**config.mk**
```make
export PLATFORM = sky130hd
export DESIGN_NAME = i4003_loader
export DESIGN_NICKNAME = d
export VERILOG_FILES = /design/src/rtl/i4003_loader.sv
export SDC_FILE = /design/constraint.sdc
export NUM_CORES = 1
export LEC_CHECK = 0
export ABC_AREA = 1
export CAP_MARGIN = 0
export CORE_ASPECT_RATIO = 2
export CORE_UTILIZATION = 50
export CTS_CLUSTER_SIZE = 20
export DETAILED_ROUTE_END_ITERATION = 8
export GPL_ROUTABILITY_DRIVEN = 0
export PLACE_DENSITY = 0.74
export SLEW_MARGIN = 20
export SYNTH_ARGS = -nofsm -noshare
export SYNTH_HDL_FRONTEND = slang
export SYNTH_SLANG_ARGS = --single-unit
export TNS_END_PERCENT = 1
```
**constraint.sdc**
```tcl
create_clock -name CLK_i -period 2.2 [get_ports CLK_i]
set_clock_uncertainty 0.05 [all_clocks]
set_input_delay 0.44 -clock CLK_i [delete_from_list [all_inputs] [get_ports CLK_i]]
set_output_delay 0.44 -clock CLK_i [all_outputs]
set_load 0.01 [all_outputs]
```
**src/rtl/i4003_loader.sv**
```systemverilog
// i4003_loader: serialises a parallel word MSB-first onto an i4003 shift chain
// and captures the previous chain contents from SERIAL_OUT as a readback word.
module i4003_loader #(
    parameter int CHAIN  = 2,
    parameter int CP_DIV = 2,
    parameter int BLANK  = 1
) (
    input  logic                CLK_i,
    input  logic                RESET_i,
    input  logic [10*CHAIN-1:0] DATA_i,
    input  logic                LOAD_i,
    output logic                READY_o,
    output logic                DONE_o,
    output logic [10*CHAIN-1:0] RDBK_o,
    output logic                CP_o,
    output logic                DATA_OUT_o,
    output logic                E_o,
    input  logic                SERIAL_IN_i
);

    localparam int N  = 10 * CHAIN;
    localparam int BW = $clog2(N);
    localparam int PW = $clog2(CP_DIV) + 1;

    typedef enum logic [1:0] {
        S_IDLE,
        S_LOW,
        S_HIGH,
        S_FIN
    } state_t;

    state_t         r_state, w_state;
    logic [N-1:0]   r_buf, w_buf;
    logic [N-1:0]   r_rd, w_rd;
    logic [N-1:0]   r_rdbk, w_rdbk;
    logic [BW-1:0]  r_bit, w_bit;
    logic [PW-1:0]  r_ph, w_ph;
    logic           r_ready, w_ready;
    logic           r_done, w_done;
    logic           r_cp, w_cp;
    logic           r_dout, w_dout;
    logic           r_e, w_e;
    logic           w_ph_last;

    assign w_ph_last = (r_ph == PW'(CP_DIV - 1));

    always_ff @(posedge CLK_i) begin
        if (RESET_i) begin
            r_state <= S_IDLE;
            r_buf   <= '0;
            r_rd    <= '0;
            r_rdbk  <= '0;
            r_bit   <= '0;
            r_ph    <= '0;
            r_ready <= 1'b1;
            r_done  <= 1'b0;
            r_cp    <= 1'b0;
            r_dout  <= 1'b0;
            r_e     <= 1'b0;
        end else begin
            r_state <= w_state;
            r_buf   <= w_buf;
            r_rd    <= w_rd;
            r_rdbk  <= w_rdbk;
            r_bit   <= w_bit;
            r_ph    <= w_ph;
            r_ready <= w_ready;
            r_done  <= w_done;
            r_cp    <= w_cp;
            r_dout  <= w_dout;
            r_e     <= w_e;
        end
    end

    always_comb begin
        w_state = r_state;
        w_buf   = r_buf;
        w_rd    = r_rd;
        w_rdbk  = r_rdbk;
        w_bit   = r_bit;
        w_ph    = r_ph;
        w_ready = r_ready;
        w_done  = 1'b0;
        w_cp    = r_cp;
        w_dout  = r_dout;
        w_e     = r_e;
        unique case (r_state)
            S_IDLE: begin
                w_ready = 1'b1;
                if (LOAD_i) begin
                    w_buf   = DATA_i;
                    w_bit   = '0;
                    w_ph    = '0;
                    w_ready = 1'b0;
                    w_cp    = 1'b0;
                    w_dout  = DATA_i[N-1];
                    w_state = S_LOW;
                    if (BLANK != 0) begin
                        w_e = 1'b0;
                    end
                end
            end
            S_LOW: begin
                if (w_ph_last) begin
                    // chain has not shifted yet, so this is the old bit N-1-k
                    w_rd    = {r_rd[N-2:0], SERIAL_IN_i};
                    w_ph    = '0;
                    w_cp    = 1'b1;
                    w_state = S_HIGH;
                end else begin
                    w_ph = r_ph + PW'(1);
                end
            end
            S_HIGH: begin
                if (w_ph_last) begin
                    w_ph = '0;
                    w_cp = 1'b0;
                    if (r_bit == BW'(N - 1)) begin
                        w_done  = 1'b1;
                        w_e     = 1'b1;
                        w_rdbk  = r_rd;
                        w_state = S_FIN;
                    end else begin
                        w_bit   = r_bit + BW'(1);
                        w_buf   = r_buf << 1;
                        w_dout  = r_buf[N-2];
                        w_state = S_LOW;
                    end
                end else begin
                    w_ph = r_ph + PW'(1);
                end
            end
            S_FIN: begin
                w_ready = 1'b1;
                w_state = S_IDLE;
            end
            default: begin
                w_state = S_IDLE;
            end
        endcase
    end

    assign READY_o    = r_ready;
    assign DONE_o     = r_done;
    assign RDBK_o     = r_rdbk;
    assign CP_o       = r_cp;
    assign DATA_OUT_o = r_dout;
    assign E_o        = r_e;

endmodule

```
==> metrics.md <==
| Metric | Value |
|---|---|
| Switch Pwr | `1610 µW` |
| Worst Setup Start Kind | `register` |
| Slew HR | `58.0%` |
| XOR/XNOR share of the synthesized area | `0%` |
| CTS Buf Count | `9` |
| CTS root buf | `clkbuf_16` |
| Input/output buffers | `48` |
| #FFs+latches synth | `73` |
| Final setup violation count | `0` |
| Worst slew pin tran | `0.628 ns` |
| Slew Limit Fails | `0` |
| Reg-to-reg critical path startpoint | `r_state[0]` |
| DIE WIDTH | `57.8 µm` |
| Final cycle utilization of the critical path | `81.0%` |
| Clk pwr share | `32.0%` |
| Maximum clock rate | `561 MHz` |
| Leak pwr | `0.00157 µW` |
| Seq pwr share | `36.0%` |
| Final hold viol count | `0` |
| Worst-path maximum fanout | `20` |
| Status | `complete, but fails checks` |
| Hold/Removal Path Class | `reg -> reg` |
| Gr ovfl total | `0` |
| # IOs | `49` |
| Unrepaired setup endpoints after global routing | `no` |
| First drt pass iteration count | `6` |
| Layout cells sized above 1 | `6.71%` |
| Fraction of the mapped netlist area in simple logic gates | `29.1%` |
| Internal power | `3260 µW` |
| CTS max path bufs | `2` |
| Sw Ratio | `33.1%` |
| ANT cells | `0` |
| Compound-Gate Fraction of Synth Area | `8.51%` |
| Post-Syn Instances | `414` |
| Die H | `114 µm` |
| Post-synthesis mux area share | `6.10%` |
| Clk sinks | `73` |
| Via count | `2701` |
| Data required, critical path | `2.41 ns` |
| Worst Path Arrival | `1.99 ns` |
| Crit path capture type | `register` |
| CORE AREA | `0.00601 mm²` |
| DR iter-0 viols | `166` |
| Total negative setup slack | `0 ns` |
| DRC errors left | `6` |
| Yosys warning total | `0` |
| Initial Util | `51.9%` |
| Post-synthesis sequential area ratio | `46.9%` |
| Hold path cells | `2` |
| Logic pwr share | `31.9%` |
| Hold Buf Count CTS | `0` |
| Initial antenna violation count | `0` |
| Die area | `0.00657 mm²` |
| Mapped Area | `0.00312 mm²` |
| Later-pin clock latency in the skew report | `0.32 ns` |
| Max-cap viol count | `0` |
| Worst vdd ir | `0.648 mV` |
| CTS resizes | `0` |
| CP startpoint | `r_state[0]` |
| Syn-to-layout area delta | `25.7%` |
| Largest family of logic cells by synthesized area | `simple AND/OR/NAND/NOR gates` |
| First-pass GRT wire length | `11000 µm` |
| Failing checks | `design-rule violations` |
| TritonCTS clock tree | `done` |
| Period minus WS final | `1.78 ns` |
| Total Nets Final | `486` |
| Cell Pwr Density | `1240 mW/mm²` |
| Setup bufs post-CTS | `0` |
| Post-detail-place hpwl | `4550 µm` |
| Worst Reg-to-Reg Cells | `8` |
| Dpl cells | `509` |
| H-tree Lvls | `3` |
| GRT Total Usage | `21.6%` |
| Hold path start | `r_ph[1]` |
| Fraction of the mapped netlist area in adder cells | `2.01%` |
| Clk pin slew, worst setup/hold paths | `0.05 ns` |
| Post-synth cell types | `23` |
| Synthesized net count | `443` |
| Final ANT Viol Nets | `0` |
| DR vias/cell | `5.14` |
| Largest net degree at the start of global routing | `43` |
| DR WL/cell | `12.4 µm` |
| Row cnt | `40` |
| Routed wire length | `6520 µm` |
| Crit path kind | `reg -> reg` |
| Syn_area_per_cell | `7.53 µm²` |
| Number of global-route vias before repair | `2605` |
| Final cell count without fillers | `525` |
==> routing by layer <==
layer | track usage [%] | share of wire, % | up-vias
li1 | - | - | 1402
met2 | 40.2 | 56 | 51
met1 | 20.7 | 37 | 1232
met5 | 0 | 0 | -
met3 | 5.22 | 3.9 | 16
met4 | 12.2 | 3.0 | 0
==> registers in the layout, summed over array words and instances (netlist names) <==
register and cells:
DATA_OUT_o 1, DONE_o 1, CP_o 1, r_buf 19, RDBK_o 20, r_ph 2
r_state 2, r_rd 20, READY_o 1, r_bit 5, E_o 1
==> power by group through the flow <==
stage                     Clock [µW]  Sequential (µW)  Combinational [µW]
after detailed placement           0             1790                1560
after CTS                       1590             1760                1570
final                           1560             1750                1560
after global placement             0             1780                1520
after floorplan                    0             1750                1270
after global routing            1650             1780                1780
==> per-stage QoR <==
step	total power (µW)	util [%]	hold WS, ns	worst slack (ns)	cell area, µm²
2_1_floorplan	3030	-	0.365	0.657	3120
3_3_place_gp	3290	59.8	0.376	0.346	3590
3_5_place_dp	3340	59.8	0.395	0.293	3590
4_1_cts	4930	65.2	0.403	0.359	3920
5_1_grt	5220	65.2	0.441	0.144	3920
6_report	4870	65.2	0.397	0.419	3920
==> cells by family after synthesis <==
kind of cell    count (synthesis)
fa+ha+maj                       5
flops                          73
simple gates                  221
compound gates                 53
buf+inv                        43
mux                            19
==> synthesized netlist by cell type (all sizes together) <==
master | count | area, µm²
nand4 | 1 | 6.26
o21ai | 27 | 135
a21oi | 26 | 130
ha | 5 | 62.6
inv | 18 | 67.6
nand3 | 25 | 143
mux2i | 19 | 190
dfxtp | 73 | 1460
clkbuf | 7 | 26.3
buf | 18 | 136
nand2 | 89 | 337
nor3 | 2 | 10.0
or2 | 1 | 6.26
nor2 | 103 | 404
==> layout by cell type (no fill, tap or decap), drive strengths merged <==
cell type / n
a21oi: 26
buf: 9
bufinv: 2
clkbuf: 14
clkdlybuf4s50: 48
dfxtp: 73
ha: 5
inv: 18
mux2i: 19
nand2: 89
nand3: 25
nand4: 1
nor2: 103
nor3: 2
o21ai: 27
or2: 1
==> layout make-up <==
type,instances,area (µm²)
Clock buffer,14,264
Clock inverter,2,60.1
Fill cell,551,2090
Inverter,18,67.6
Multi-Input combinational cell,298,1420
Sequential cell,73,1460
Tap cell,63,78.8
Timing Repair Buffer,57,561
==> worst paths after layout <==
check | slack [ns] | to
worst max-delay path | 0.42 | RDBK_o[7]
worst min-delay path | 0.40 | r_ph[1]
worst max register to register | 0.42 | RDBK_o[7]
worst min register to register | 0.40 | r_ph[1]
==> critical path, cell delays in order, from the launching register on <==
cell     delay [ns]
dfxtp_1        0.33
inv_1          0.12
ha_1           0.23
nand3_2        0.10
nor2_4         0.17
nand2_2        0.21
inv_2          0.33
nor2_1         0.07
nor2_1         0.12
No activity file was read; power rests on OpenSTA's default activity.
